--- config.mk ---
export PLATFORM = sky130hd
export DESIGN_NAME = scale_vector_seq
export DESIGN_NICKNAME = d
export VERILOG_FILES = /design/src/rtl/scale_vector_pkg.sv /design/src/rtl/scale_lane.sv /design/src/rtl/scale_vector_seq.sv
export SDC_FILE = /design/constraint.sdc
export NUM_CORES = 1
export LEC_CHECK = 0
export CAP_MARGIN = 20
export CORE_MARGIN = 1.5
export CORE_UTILIZATION = 40
export CTS_CLUSTER_DIAMETER = 80
export DETAILED_ROUTE_END_ITERATION = 10
export DONT_BUFFER_PORTS = 1
export HOLD_SLACK_MARGIN = 0.06
export MAX_ROUTING_LAYER = met4
export SLEW_MARGIN = 20
export SYNTH_ARGS = -nofsm -noshare
export SYNTH_HDL_FRONTEND = slang
export SYNTH_HIERARCHICAL = 1
export SYNTH_SLANG_ARGS = --single-unit
--- constraint.sdc ---
create_clock -name clk -period 8.98 [get_ports clk]
set_input_delay 0.898 -clock clk [delete_from_list [all_inputs] [get_ports clk]]
set_output_delay 0.898 -clock clk [all_outputs]
set_load 0.01 [all_outputs]
--- src/rtl/scale_vector_pkg.sv ---
// Shared types and the per-element scale arithmetic for scale_vector_seq.
// SCALE_VECTOR_SAT_EN selects saturation of the scaled result; otherwise it wraps.
package scale_vector_pkg;

  typedef enum logic [1:0] {IDLE, RUN, DONE} state_e;
  typedef logic [2:0] quarters_t;

  localparam int ROUND_OFS = 2;
  localparam int SHIFT     = 2;
  localparam int MAX_BITS  = 32;
  localparam int WIDE      = MAX_BITS + 8;

  // Computes round((a*q)/4) at a fixed wide width, then reduces the result
  // to `bits` bits; the caller truncates the sign-extended return value.
  function automatic logic signed [MAX_BITS-1:0] scale_elem(
    input logic signed [MAX_BITS-1:0] a,
    input quarters_t                  q,
    input int unsigned                bits
  );
    logic signed [WIDE-1:0] p;
    logic signed [WIDE-1:0] r;
    logic signed [WIDE-1:0] res;
`ifdef SCALE_VECTOR_SAT_EN
    logic signed [WIDE-1:0] hi;
    logic signed [WIDE-1:0] lo;
`endif
    p = WIDE'(a) * $signed(WIDE'({1'b0, q}));
    r = (p + WIDE'(ROUND_OFS)) >>> SHIFT;
`ifdef SCALE_VECTOR_SAT_EN
    hi  = (WIDE'(1) <<< (bits - 1)) - WIDE'(1);
    lo  = -(WIDE'(1) <<< (bits - 1));
    res = (r > hi) ? hi : ((r < lo) ? lo : r);
`else
    res = (r <<< (WIDE - bits)) >>> (WIDE - bits);
`endif
    return MAX_BITS'(res);
  endfunction

endpackage

--- src/rtl/scale_lane.sv ---
// Combinational single-element scaler: r = a * q / 4, rounded half up.
module scale_lane
  import scale_vector_pkg::*;
#(
  parameter int BITS = 16
) (
  input  logic signed [BITS-1:0] a,
  input  quarters_t              q,
  output logic signed [BITS-1:0] r
);

  assign r = BITS'(scale_elem(MAX_BITS'(a), q, BITS));

endmodule

--- src/rtl/scale_vector_seq.sv ---
// Time-multiplexed vector scaler: LANES elements per beat over N/LANES beats,
// valid/ready handshake on both sides. Result mode set by SCALE_VECTOR_SAT_EN.
module scale_vector_seq
  import scale_vector_pkg::*;
#(
  parameter int BITS  = 16,
  parameter int N     = 10,
  parameter int LANES = 2
) (
  input  logic                   clk,
  input  logic                   rst_n,
  input  logic                   in_valid,
  output logic                   in_ready,
  input  logic signed [BITS-1:0] a [N],
  input  quarters_t              quarters,
  output logic                   out_valid,
  input  logic                   out_ready,
  output logic signed [BITS-1:0] c [N]
);

  localparam int B  = N / LANES;
  localparam int CW = (B > 1) ? $clog2(B) : 1;

  if (N % LANES != 0) begin : g_lanes_check
    $error("scale_vector_seq: N must be a multiple of LANES");
  end
  if (BITS > MAX_BITS) begin : g_bits_check
    $error("scale_vector_seq: BITS exceeds MAX_BITS");
  end

  state_e                 state;
  logic [CW-1:0]          beat;
  quarters_t              q_reg;
  logic signed [BITS-1:0] a_buf  [B][LANES];
  logic signed [BITS-1:0] lane_r [LANES];
  logic                   accept;

  // DONE hands ready straight through so a waiting source is taken on release.
  assign in_ready  = (state == IDLE) || ((state == DONE) && out_ready);
  assign out_valid = (state == DONE);
  assign accept    = in_valid && in_ready;

  always_ff @(posedge clk or negedge rst_n) begin
    if (!rst_n) begin
      state <= IDLE;
      beat  <= '0;
      q_reg <= '0;
    end else begin
      case (state)
        IDLE: begin
          if (in_valid) begin
            state <= RUN;
            beat  <= '0;
            q_reg <= quarters;
          end
        end
        RUN: begin
          if (beat == CW'(B - 1)) state <= DONE;
          else                    beat  <= beat + 1'b1;
        end
        DONE: begin
          if (out_ready) begin
            if (in_valid) begin
              state <= RUN;
              beat  <= '0;
              q_reg <= quarters;
            end else begin
              state <= IDLE;
            end
          end
        end
        default: state <= IDLE;
      endcase
    end
  end

  for (genvar l = 0; l < LANES; l++) begin : g_lane
    scale_lane #(.BITS(BITS)) u_lane (
      .a (a_buf[beat][l]),
      .q (q_reg),
      .r (lane_r[l])
    );
  end

  // Buffer is stored beat-major so the lane mux indexes by beat directly.
  for (genvar i = 0; i < N; i++) begin : g_elem
    always_ff @(posedge clk or negedge rst_n) begin
      if (!rst_n) begin
        a_buf[i / LANES][i % LANES] <= '0;
        c[i]                        <= '0;
      end else begin
        if (accept)
          a_buf[i / LANES][i % LANES] <= a[i];
        if ((state == RUN) && (beat == CW'(i / LANES)))
          c[i] <= lane_r[i % LANES];
      end
    end
  end

endmodule

Word-level counts from Yosys, hierarchy flattened
Index checks and enable logic that the tools add are counted.
- add/subtract/negate cells: 3
- multiply operators: 2
- div/mod/pow operators: 0
- magnitude comparators: 1
- eq/ne operators: 10
- shift operators: 0
- multiplexer cells: 15
- bitwise gates (word level): 1
- reductions and logical operators: 15
- operators with widths (cell ; count):
    32-bit binary-select mux with 3-bit select ; 1
    32-bit two-way mux ; 2
    18-bit by 3-bit adder with 18-bit output, second input constant ; 2
    16-bit by 4-bit multiplier with 18-bit output ; 2
    3-bit two-way mux ; 5
    3-bit one-hot mux with 3 select lines ; 1
    1-bit logical AND ; 7
    3-bit by 2-bit == test with 1-bit output, second input constant ; 2
    2-bit two-way mux ; 3
    2-bit one-hot mux with 3 select lines ; 1
    3-bit one-hot mux with 2 select lines ; 1
    3-bit AND reduction ; 2
    4-bit >= comparator, second input constant ; 1
    2-bit by 1-bit != test with 1-bit output, second input constant ; 2
    2-bit != test, second input constant ; 2
    3-bit inverter with 4-bit output ; 1
    3-bit by 1-bit adder with 3-bit output, second input constant ; 1
    3-bit by 1-bit == test with 1-bit output, second input constant ; 1
    3-bit == test, second input constant ; 1
    3-bit logical NOT ; 1
    3-bit nonzero test ; 1
    2-bit by 1-bit == test with 1-bit output, second input constant ; 1
    2-bit == test, second input constant ; 1
    2-bit logical NOT ; 1
    4 further kinds ; 4
- register bits after elaboration: 328
- bits in latches: 0
- RAM bits: 0
- ROM bits: 0
- input bits: 167
- output and inout port bits: 162
- logic and storage cells: 70
- memories: 0

Logic depth before layout (Yosys ltp)
- word-level depth: 6
- gate-level depth with buffers: 19
- depth with buffers taken out: 16

Hierarchy
The synthesis kept the hierarchy.
- by module, submodules not included (module ; instances ; cells each ; area an instance (um^2) ; sequential area each (um^2)):
    scale_vector_seq ; 1 ; 870 ; 14116.0 ; 8207.9
    scale_lane (g_lane[1].u_lane) ; 1 ; 271 ; 1921.8 ; 0.0
    scale_lane (g_lane[0].u_lane) ; 1 ; 263 ; 1905.6 ; 0.0

Least setup slack after synthesis
OpenSTA, ideal clock, no wires.
- path type: reg2reg
- from: reg beat[2]
- to: reg c[13] (netlist name)
- library setup time: 66 ps
- arrival time: 4134 ps
- data required time: 8914 ps
- slack: 4780 ps
- cell stages (with the launch flop): 17
- path buffers: 2
- period minus slack after synthesis: 4200 ps
- cell sequence: dfrtp_1 -> buf_4 -> buf_2 -> mux2_2 -> a221o_1 -> and2_1 -> ha_1 -> inv_1 -> fa_1 -> inv_1 -> ha_1 -> nand2_1 -> a211oi_2 -> nor2b_2 -> o311a_1 -> a211oi_1 -> mux2_2
- RTL lines (what ; RTL line ; source):
    start, declared ; scale_vector_seq.sv:32 ; logic [CW-1:0] beat;
    start signal, assigned ; scale_vector_seq.sv:59 ; else beat <= beat + 1'b1;
    end signal, assigned by index ; scale_vector_seq.sv:95 ; c[i] <= lane_r[i % LANES];
    end, declared ; scale_vector_seq.sv:18 ; output logic signed [BITS-1:0] c [N]

==> reports/summary.txt <==
Async S/R FF share, synth: 100%
Top cells by count, synth: 328 x dfrtp_1, 250 x mux2_2, 119 x inv_1, 90 x mux2_4, 69 x ha_1
Clock latency on the worst-skew pair: 0.54 ns
Average size of a mapped cell: 12.8 sq um
Metal-1 WL: 19500 um
# setup viols final: 0
Initial antenna violation count: 19
Syn Inst Count: 1404
Sinks on Clock Net: 328
Synthesis Warnings: 6
Die ar.: 0.0461 sq mm
Post-Syn Nets: 1668
Hold Crit Class: input pin to asynchronous set/reset pin
Number of global-route vias before repair: 11214
Cell taking the most area after synthesis: dfrtp_1
Routed wire length: 43100 um
Max layer used: met4
RSZ-0062 raised after global routing: no
CTS max path bufs: 3
CP startpoint kind: flop
DRC violations left: 0
Critical Path RT: 9.46 ns
Worst EP arrival: 6.07 ns
Top Registers: a_buf: 160 flops, c: 160 flops
Post-synth EDFFs: 0
CTS Hold Buffers Added: 2
Post-DRT Antenna Nets: 0
Worst Setup End Kind: flop
Slew headroom: 29.7%
WL per Instance: 21.3 um
Initial Utilization: 40.6%
Synth top area share: 45.7%
Length of routed met3 wiring: 3670 um
Max-cap violations: 0
Fmax: 179 MHz
Tmin final: 5.59 ns
Global-route usage over all layers: 19.4%
Fin. Hold Viols: 0
Final Cycle Share: 62.3%
Critical path type: flop to flop
Status: finished clean
Postcts setup bufs: 0
Pre-antenna DRT Iters: 4
Post-DR vias/cell: 5.21
IO Pins: 329
Synth area leaders: dfrtp_1 46%, mux2_2 16%, mux2_4 7.5%
Most common cell in the netlist: dfrtp_1
Most used DFF post-synth: dfrtp_1
Nets: 1642
Unique masters post-synth: 73
Num CTS Buffers: 39
Largest net degree at the start of global routing: 319
Clk root buf: clkbuf_16
Yosys reg bits: 328
Worst Tran Pin Value: 1.05 ns
Layout Skew: 0.0202 ns
Htree depth: 2
Sequential-to-total area share from yosys stat: 45.7%
Clk slew on worst S/H paths: 0.06 ns
# rows: 77
Area grow syn2layout: 9.05%
I/O Buffers: 0
Routability Congestion: 0.813
Global-route wire length before repair: 67700 um
CTS tree: yes
Chip width: 215 um
Layout cells sized above 1: 31.7%
HPWL after DPL: 30500 um
Post-CTS sizing: 0
Setup TNS: 0 ns
CP Max Fanout: 40
Met2 Wirelength: 19200 um
Total grt overflow: 0
Vias: 10524
Mapped cell area: 0.0179 sq mm
Core area: 0.0442 sq mm
Die Y: 215 um
Final Max Tran Viols: 0
Starting DRT DRC Count: 644
==> critical path, stage by stage, from the launching register on <==
cell      delay [ns]
dfrtp_2         1.05
nand2b_1        0.20
buf_4           0.36
nor2_1          0.10
a221o_1         0.29
and2_1          0.17
ha_1            0.28
inv_1           0.06
fa_1            0.53
inv_1           0.04
ha_1            0.36
nand2_1         0.09
a211oi_2        0.44
nor2b_2         0.17
o311a_1         0.36
a211oi_1        0.72
mux2_2          0.29
==> metrics by stage <==
step	worst slack (ns)	hold slack [ns]	std cells	area (sq um)	util, %
floorplan	4.78	0.452	1404	17900	-
detailed placement	3.37	0.475	1925	18100	41.0
finish	3.39	0.272	2019	19600	44.2
global placement	3.42	0.464	1924	18100	40.9
global route	2.97	0.286	2016	19600	44.2
CTS	3.36	0.447	1995	19400	44.0
==> metal layers <==
layer,vias to the layer above,track usage [%]
li1,4865,-
met1,5320,25.1
met2,285,28.8
met3,54,6.95
met4,0,5.07
met5,-,-
==> kinds of logic after synthesis <==
group | synth area share (%)
AO/OA/AOI/OAI | 5.79
AND/OR/NAND/NOR | 6.78
flip-flops | 45.7
XOR/XNOR | 1.61
multiplexers | 25.9
adder cells (fa/ha/maj) | 7.94
buffers and inverters | 6.21
==> cell type report <==
cell class,instances,area (sq um)
clock buffers,56,1170
flip-flops and latches,328,8210
clock inverters,12,126
diodes,22,55.1
well taps,592,741
inverters,119,447
repair buffers,11,169
fillers,4004,24700
multi-input cells,879,8650
==> path summary, 6_finish.rpt <==
path                             from          to  slack (ns)  cells past startpoint
hold / removal                  rst_n       c[78]        0.27                      1
setup reg to reg              beat[2]       c[13]        3.39                     16
min in group clk           a_buf[143]  a_buf[143]        0.48                      1
max in group asynchronous       rst_n   a_buf[38]        7.52                      2
setup / recovery              beat[2]       c[13]        3.39                     16
hold reg to reg            a_buf[143]  a_buf[143]        0.48                      1
==> placed cells by master, fill, tap and decap left out, types with 18 or more instances in the layout <==
| cell type | Yosys | routed |
|---|---|---|
| mux2i_1 | 34 | 34 |
| a21oi_1 | 26 | 26 |
| mux2_4 | 90 | 90 |
| xnor2_1 | 18 | 18 |
| nand2_1 | 53 | 52 |
| ha_1 | 69 | 69 |
| and2_1 | 64 | 64 |
| o21ai_0 | 21 | 21 |
| dfrtp_1 | 328 | 326 |
| inv_1 | 119 | 119 |
| mux2_2 | 250 | 250 |
| clkbuf_16 | 0 | 39 |
| nor2_1 | 54 | 53 |
| fa_1 | 28 | 28 |
| diode_2 | 0 | 22 |
| a221o_1 | 29 | 29 |
Power is not shown: default switching activity piles up to over one toggle a cycle in this logic, so the estimate is an artifact.
